$ cat src/rtl/tpu_pkg.sv
// Shared constants and types for the 2x2 systolic MMU datapath.
package tpu_pkg;

  localparam int unsigned DATA_W     = 8;
  localparam int unsigned N          = 2;
  localparam int unsigned ELEMS      = N * N;
  localparam int unsigned FEED_BEATS = 2 * N - 1;

  typedef enum logic [1:0] {
    IDLE  = 2'd0,
    FEED  = 2'd1,
    DRAIN = 2'd2
  } feeder_state_t;

  // Flat operand-buffer index of element [row][col].
  function automatic logic [1:0] elem_idx(input logic row, input logic col);
    return {row, col};
  endfunction

endpackage

$ cat src/rtl/mmu_feeder_skew.sv
// One-beat delay register that skews lane 1 behind lane 0 into the array.
module mmu_feeder_skew #(
  parameter int unsigned DATA_W = 8
) (
  input  logic              clk,
  input  logic              rst_n,
  input  logic [DATA_W-1:0] lane_i,
  output logic [DATA_W-1:0] lane_o
);

  logic [DATA_W-1:0] lane_q;

  always_ff @(posedge clk or negedge rst_n) begin
    if (!rst_n) lane_q <= '0;
    else        lane_q <= lane_i;
  end

  assign lane_o = lane_q;

endmodule

$ cat src/rtl/mmu_feeder.sv
// Operand buffer, feed/drain sequencer and skewed operand streams for the 2x2 MMU.
module mmu_feeder #(
  parameter int unsigned DATA_W    = tpu_pkg::DATA_W,
  parameter int unsigned DRAIN_CYC = 4
) (
  input  logic                               clk,
  input  logic                               rst_n,
  input  logic                               wr_en,
  input  logic                               wr_sel,
  input  logic [1:0]                         wr_addr,
  input  logic [DATA_W-1:0]                  wr_data,
  output logic                               wr_ready,
  input  logic                               start,
  output logic                               busy,
  output logic                               done,
  output logic [tpu_pkg::N-1:0][DATA_W-1:0]  a_out,
  output logic [tpu_pkg::N-1:0][DATA_W-1:0]  b_out,
  output logic                               valid_out
);

  import tpu_pkg::*;

  localparam int unsigned BEAT_W  = $clog2(FEED_BEATS);
  localparam int unsigned DRAIN_W = $clog2(DRAIN_CYC + 1);

  feeder_state_t                  state_q, state_d;
  logic [BEAT_W-1:0]              beat_q, beat_d;
  logic [DRAIN_W-1:0]             drain_q, drain_d;
  logic [ELEMS-1:0][DATA_W-1:0]   buf_a_q, buf_b_q;
  logic                           wr_ready_q, wr_ready_d;
  logic                           busy_q, busy_d;
  logic                           done_q, done_d;
  logic                           valid_q, valid_d;
  logic [DATA_W-1:0]              a0_q, a0_d, a1_q, a1_d;
  logic [DATA_W-1:0]              b0_q, b0_d, b1_q, b1_d;
  logic [DATA_W-1:0]              a1_skew, b1_skew;
  logic                           feed_lane;
  logic                           k;

  // Operand buffer: writable only while idle, frozen during a sequence.
  always_ff @(posedge clk or negedge rst_n) begin
    if (!rst_n) begin
      buf_a_q <= '0;
      buf_b_q <= '0;
    end else if (wr_en && wr_ready_q) begin
      if (wr_sel) buf_b_q[wr_addr] <= wr_data;
      else        buf_a_q[wr_addr] <= wr_data;
    end
  end

  always_ff @(posedge clk or negedge rst_n) begin
    if (!rst_n) begin
      state_q    <= IDLE;
      beat_q     <= '0;
      drain_q    <= '0;
      wr_ready_q <= 1'b1;
      busy_q     <= 1'b0;
      done_q     <= 1'b0;
      valid_q    <= 1'b0;
      a0_q       <= '0;
      a1_q       <= '0;
      b0_q       <= '0;
      b1_q       <= '0;
    end else begin
      state_q    <= state_d;
      beat_q     <= beat_d;
      drain_q    <= drain_d;
      wr_ready_q <= wr_ready_d;
      busy_q     <= busy_d;
      done_q     <= done_d;
      valid_q    <= valid_d;
      a0_q       <= a0_d;
      a1_q       <= a1_d;
      b0_q       <= b0_d;
      b1_q       <= b1_d;
    end
  end

  // Next state plus registered outputs derived from the upcoming state.
  always_comb begin
    state_d = state_q;
    beat_d  = beat_q;
    drain_d = drain_q;

    unique case (state_q)
      IDLE: begin
        if (start && !wr_en) begin
          state_d = FEED;
          beat_d  = '0;
        end
      end
      FEED: begin
        if (beat_q == BEAT_W'(FEED_BEATS - 1)) begin
          state_d = DRAIN;
          drain_d = '0;
        end else begin
          beat_d = beat_q + BEAT_W'(1);
        end
      end
      DRAIN: begin
        if (drain_q == DRAIN_W'(DRAIN_CYC - 1)) state_d = IDLE;
        else                                    drain_d = drain_q + DRAIN_W'(1);
      end
      default: state_d = IDLE;
    endcase

    wr_ready_d = (state_d == IDLE);
    busy_d     = (state_d != IDLE);
    valid_d    = (state_d == FEED);
    done_d     = (state_d == DRAIN) && (drain_d == DRAIN_W'(DRAIN_CYC - 1));

    // Unskewed lane values for beat k; lane 1 is delayed afterwards by the skew regs.
    feed_lane = (state_d == FEED) && (beat_d < BEAT_W'(N));
    k         = beat_d[0];
    a0_d      = feed_lane ? buf_a_q[elem_idx(1'b0, k)] : '0;
    a1_d      = feed_lane ? buf_a_q[elem_idx(1'b1, k)] : '0;
    b0_d      = feed_lane ? buf_b_q[elem_idx(k, 1'b0)] : '0;
    b1_d      = feed_lane ? buf_b_q[elem_idx(k, 1'b1)] : '0;
  end

  mmu_feeder_skew #(.DATA_W(DATA_W)) u_skew_a1 (
    .clk    (clk),
    .rst_n  (rst_n),
    .lane_i (a1_q),
    .lane_o (a1_skew)
  );

  mmu_feeder_skew #(.DATA_W(DATA_W)) u_skew_b1 (
    .clk    (clk),
    .rst_n  (rst_n),
    .lane_i (b1_q),
    .lane_o (b1_skew)
  );

  assign wr_ready  = wr_ready_q;
  assign busy      = busy_q;
  assign done      = done_q;
  assign valid_out = valid_q;
  assign a_out[0]  = a0_q;
  assign a_out[1]  = a1_skew;
  assign b_out[0]  = b0_q;
  assign b_out[1]  = b1_skew;

endmodule

$ cat config.mk
export PLATFORM = sky130hd
export DESIGN_NAME = mmu_feeder
export DESIGN_NICKNAME = d
export VERILOG_FILES = /design/src/rtl/tpu_pkg.sv /design/src/rtl/mmu_feeder_skew.sv /design/src/rtl/mmu_feeder.sv
export SDC_FILE = /design/constraint.sdc
export NUM_CORES = 1
export LEC_CHECK = 0
export ABC_AREA = 1
export BUFFER_PORTS_ARGS = -buffer_cell sky130_fd_sc_hd__buf_4
export CAP_MARGIN = 20
export CORE_MARGIN = 5
export CORE_UTILIZATION = 55
export CTS_CLUSTER_SIZE = 16
export DETAILED_ROUTE_END_ITERATION = 6
export PLACE_DENSITY_LB_ADDON = 0.08
export SKIP_LAST_GASP = 1
export SYNTH_ARGS = -nofsm -noshare
export SYNTH_HDL_FRONTEND = slang
export SYNTH_HIERARCHICAL = 1
export SYNTH_SLANG_ARGS = --single-unit
$ cat constraint.sdc
create_clock -name clk -period 3.6 [get_ports clk]
set_input_delay 0.54 -clock clk [delete_from_list [all_inputs] [get_ports clk]]
set_output_delay 0.54 -clock clk [all_outputs]
set_load 0.005 [all_outputs]
== Yosys cells after proc, flatten, opt, wreduce, memory -nomap -nowiden ==
Cells that the tools add are included.
Operators by class
  $mul: 0
  order comparisons: 7
  shift-type cells: 0
  reduce and logical (&&, ||, !) cells: 11
  multiplexer cells: 26
  equality and inequality tests: 7
  divide/modulo/power cells: 0
  bitwise operators: 1
  add/subtract/negate cells: 2
Operator list (number)
  $mux W8: 13
  $bwmux W32: 2
  $demux W8 S2: 1
  $lt A2 B3 Y1 const B: 4
  $mux W2: 5
  $eq A2 B2 Y1 const B: 3
  $eq A3 B2 Y1 const B: 2
  $mux W3: 2
  $pmux W2 S3: 1
  $pmux W3 S2: 1
  $logic_and A1 B1 Y1: 5
  $eq A2 B1 Y1 const B: 2
  $logic_not A2 Y1: 2
  $pmux W2 S2: 1
  $reduce_and A2 Y1: 2
  $add A3 B1 Y3 const B: 1
  $lt A1 B3 Y1 const B: 1
  $add A2 B1 Y2 const B: 1
  $ge A2 B1 Y1 const B: 1
  $lt A2 B2 Y1 const B: 1
  $reduce_bool A2 Y1: 1
  $logic_not A1 Y1: 1
  $not A1 Y1: 1
Word-level totals
  word-level logic and storage cells: 75
  memories: 0
  flip-flop bits (word level): 123
  output and inout port bits: 36
  latch bits: 0
  memory bits (writable): 0
  bits in read-only memories: 0

== Longest topological paths before layout ==
  depth in word-level cells: 7
  gate-level depth with buffers: 11

== By module ==
Netlist, hierarchy kept.
Modules (own cells, without submodules)
  mmu_feeder: cells an instance 507, area each 4556.9 sq um, sequential area each 2678.8 sq um, instances 1
  mmu_feeder_skew: cells an instance 8, area each 200.2 sq um, sequential area each 200.2 sq um, instances 2

== Worst setup path after synthesis ==
No wires, ideal clock.
  path type: reg-to-reg
  start: register state_q[0]
  end: register b0_q[4]
  path slack: 2.063 ns
  buffers on the path: 1
  data arrival time: 1.418 ns
  stages on the path, launching flop included: 11
  cells stage by stage: dfrtp_1 inv_1 ha_1 or2_1 nand2_2 nand2_4 buf_2 nand3_1 nand2_1 inv_1 nor2_2
Between the ends
  word-level cells in the longest chain between the ends: 5
  elaborated cells between the ends (all ways): 14
Ends and longest elaborated chain
  start: declaration: RTL line mmu_feeder.sv:26  | feeder_state_t state_q, state_d;
  start signal: assignment: RTL line mmu_feeder.sv:65  | state_q <= state_d;
  $eq A2 B1 Y1 (tied with other cells): RTL line mmu_feeder.sv:85  | unique case (state_q)
  $pmux W2 S2 / $pmux W2 S3 (equally long branches): RTL line mmu_feeder.sv:85
  $lt A2 B2 Y1 (tied with other cells): RTL line mmu_feeder.sv:113  | feed_lane = (state_d == FEED) && (beat_d < BEAT_W'(N));
  $logic_and A1 B1 Y1 / $mux W8 (equally long branches): RTL line mmu_feeder.sv:113, mmu_feeder.sv:117
  $mux W8 (*): RTL line mmu_feeder.sv:117  | b0_d = feed_lane ? buf_b_q[elem_idx(k, 1'b0)] : '0;
  via b0_d[4]: RTL line mmu_feeder.sv:35  | logic [DATA_W-1:0] b0_q, b0_d, b1_q, b1_d;
  end signal: assignment: RTL line mmu_feeder.sv:62  | b0_q <= '0;
  end signal: assignment: RTL line mmu_feeder.sv:74  | b0_q <= b0_d;
  end: declaration: RTL line mmu_feeder.sv:35
Mark *: on every way through the listed nets, which the timed path passes. The rest lies on a longest branch. The select of a mux whose other input is x is not followed.
A chain may end at the register's enable or synchronous reset.

== Worst setup path after layout ==
  start: register state_q[1]
  end: register a0_q[3]
Between the ends
  word-level cells in the longest chain between the ends: 5
  elaborated cells between the ends (all ways): 14
Ends and longest elaborated chain
  $eq A2 B1 Y1 (tied with other cells): RTL line mmu_feeder.sv:85
  $pmux W2 S2 / $pmux W2 S3 (equally long branches): RTL line mmu_feeder.sv:85
  $lt A2 B2 Y1 (tied with other cells): RTL line mmu_feeder.sv:113
  $logic_and A1 B1 Y1 / $mux W8 (equally long branches): RTL line mmu_feeder.sv:113, mmu_feeder.sv:115
  $mux W8 (*): RTL line mmu_feeder.sv:115  | a0_d = feed_lane ? buf_a_q[elem_idx(1'b0, k)] : '0;
  via a0_d[3]: RTL line mmu_feeder.sv:34  | logic [DATA_W-1:0] a0_q, a0_d, a1_q, a1_d;
  end signal: assignment: RTL line mmu_feeder.sv:60  | a0_q <= '0;
  end signal: assignment: RTL line mmu_feeder.sv:72  | a0_q <= a0_d;
  end: declaration: RTL line mmu_feeder.sv:34
Marked as above.

==> run summary <==
Status -> finished clean
YS warnings -> 6
Worst VDD drop -> 0.475 mV
Maximum fanout along the worst path -> 33
Largest net degree at the start of global routing -> 76
CP arrival -> 2.51 ns
Vias -> 3,521
Worst R2R Path Depth -> 10
Top cell type by total area after synthesis -> dfrtp_1
Initial antenna violation count -> 0
Cells after DPL -> 663
Post-synthesis xor/xnor area fraction -> 0%
Max cap viols -> 0
Drt drc -> 0
Area of the multi-input gates -> 1510 um^2
Vias in the first global route -> 3,551
Clk_skew -> 0.00633 ns
Maximum clock rate -> 0.470 GHz
Syn Std Cell Area -> 4960 um^2
Clock Latency Late Sink -> 0.52 ns
CTS H-Tree Depth -> 4
Post-Route WL -> 10.0 mm
Worst path slowest cell -> dfrtp_1
Req. time, crit path -> 3.98 ns
Layout area overhead -> 20.6%
Gr usage total -> 19.6%
Post-synth cell types -> 24
Synth Flop Type -> dfrtp_1
Vias per cell -> 5.07
Hold WC Path Type -> in -> async
Post-synth EDFFs -> 0
Worst Setup End Kind -> flip-flop
Synth Area in Simple Gates -> 21.7%
Ports -> 51
Post-CTS Hold Buffers -> 0
DIE WIDTH -> 105 um
Final setup viols -> 0
Post-synth top area share -> 61.6%
DP Worst Slack -> 1.46 ns
CTS tree -> done
Buffer count from post-CTS setup fixing -> 0
Clock buffer depth -> 2
Global-route wire length before repair -> 17.3 mm
FFs w/ async S/R, synth -> 100%
Compound-gate portion of the synthesized area -> 6.99%
Register Area -> 3080 um^2
Crit path max-delay family -> simple AND/OR/NAND/NOR gates
RSZ-0062 raised after global routing -> false
Global route overflow -> 0
Core Region -> 8760 um^2
Initial Utilization -> 56.6%
Share of cells above drive strength 1 -> 20.6%
Worst-path cell chain -> inv_1, ha_1, or2_1, nand2_2, nand2_4, nand2_8, nand2_1, nand2_1, inv_1, nor2_2
Worst path buffer plus inverter count -> 2
Synth area leaders -> dfrtp_1, nand2_1, o21ai_0
Register area share after synthesis -> 62.1%
Layout Cells excl Fill -> 695
Synth Area in Adders -> 1.77%
Post-synthesis mux area share -> 0%
Final Slew Violations -> 0
RR Endpoint -> a0_q[3]
Avg WL per Cell -> 14.5 um
Largest family of logic cells by synthesized area -> simple AND/OR/NAND/NOR gates
DP HPWL -> 6.02 mm
Buffers on Ports -> 50
Final WS setup -> 1.47 ns
Pwr Density -> 952 nW/um^2
Crit Path Class -> reg -> reg
Final net count -> 596
Pwr Total -> 5700 uW
Die span in y -> 105 um
Synth Net Count -> 545
Avg Cell Area, Syn -> 9.48 um^2
DRT iter0 DRCs -> 195
Post-layout util -> 68.2%
Worst path max stage delay -> 0.40 ns
Max_slew headroom -> 56.3%
R2r startpoint -> state_q[1]
Clock Tree Root -> clkbuf_8
FP Rows -> 34
DIE AREA -> 11,000 um^2
Ant diodes -> 0
GPL Wtd Cong -> 0.791
Total Neg Setup Slack -> 0 ns
Pleak -> 0.00317 uW
Period utilisation layout -> 59.1%
Mapped Cells -> 523
ANT nets after route -> 0
Clock Pin Slew Worst Setup and Hold Paths -> 0.06 ns
CTS buffer count -> 17
Critical Path Source Type -> flip-flop
Fillers -> 680
Min Tclk post-route -> 2.13 ns
TritonRoute pass-1 iters -> 5
Fin. Hold Viols -> 0
FF+latch count, synth -> 123
Count leader, synth -> nand2_1
# resized after CTS -> 0
Post-synth top cells -> nand2_1, dfrtp_1, o21ai_0
Worst-Margin Slew -> 0.654 ns
Clock tree sinks -> 123
R2R setup slack -> 1.47 ns
cells in the final DEF, fill, tap and decap left out, types with 2 or more instances in the layout:
master,n
nand2_1,133
clkinvlp_4,5
inv_2,2
clkbuf_8,2
nor2_2,2
buf_4,51
nand2_2,28
clkbuf_16,16
a21oi_1,2
inv_1,60
ha_1,7
nand3_1,38
nor2_1,36
bufinv_16,4
dfrtp_1,122
inv_6,2
clkinv_2,2
o21ai_0,64
through the flow:
stage	area, um^2	hold slack [ns]
after floorplan	4960	0.244
after global routing	5980	0.0817
after global placement	5360	0.333
after detailed placement	5360	0.335
final	5980	0.0350
after CTS	5980	0.0624
layout make-up:
cell class              instances  area share (%)
clock buffers                  18            7.16
clock inverters                14            3.24
inverters                      62            3.89
multi-input cells             318            25.2
flip-flops and latches        123            51.5
well taps                     108            2.26
repair buffers                 52            6.74
power by group:
part	switching, uW	internal [uW]
combinational	1050	658
sequential	275	1950
clock	623	1140
flip-flops by register name (all words and copies together), names as in the netlist:
signal	cells
valid_out	1
u_skew_b1/lane_o	8
wr_ready	1
a1_q	8
b0_q	8
u_skew_a1/lane_o	8
a0_q	8
drain_q	3
state_q	2
done	1
busy	1
buf_b_q	32
buf_a_q	32
beat_q	2
b1_q	8
cell families (layout without fill, tap and decap cells):
logic type / count (synthesis) / after routing
buffers and inverters: 82 / 146
adder cells (fa/ha/maj): 7 / 7
flip-flops: 123 / 123
AND/OR/NAND/NOR: 243 / 243
AO/OA/AOI/OAI: 68 / 68
per-layer routing:
| metal | track usage, % | part of all wire [%] |
|---|---|---|
| met1 | 27.1 | 45 |
| met2 | 30.4 | 48 |
| met3 | 5.73 | 5.9 |
| met4 | 5.75 | 0.89 |
| met5 | 0 | 0 |
worst register-to-register path: cells and delay by family, from the launching register on:
family	cells	cell delay [ns]
adders and majority gates	1	0.26
DFF	1	0.40
buffers and inverters	2	0.18
and+or+nand+nor	7	1.16
worst max-delay path by stage:
stage / from / end / slack, ns / cells past startpoint
2_1_floorplan: state_q[0] / b0_q[4] / 2.06 / 10
3_3_place_gp: state_q[1] / b1_q[7] / 1.55 / 10
3_5_place_dp: state_q[1] / b1_q[1] / 1.46 / 7
4_1_cts: state_q[1] / b1_q[1] / 1.42 / 7
5_1_grt: state_q[0] / b1_q[1] / 1.19 / 8
6_report: state_q[1] / a0_q[3] / 1.47 / 10
No activity file was read; power rests on OpenSTA's default activity.
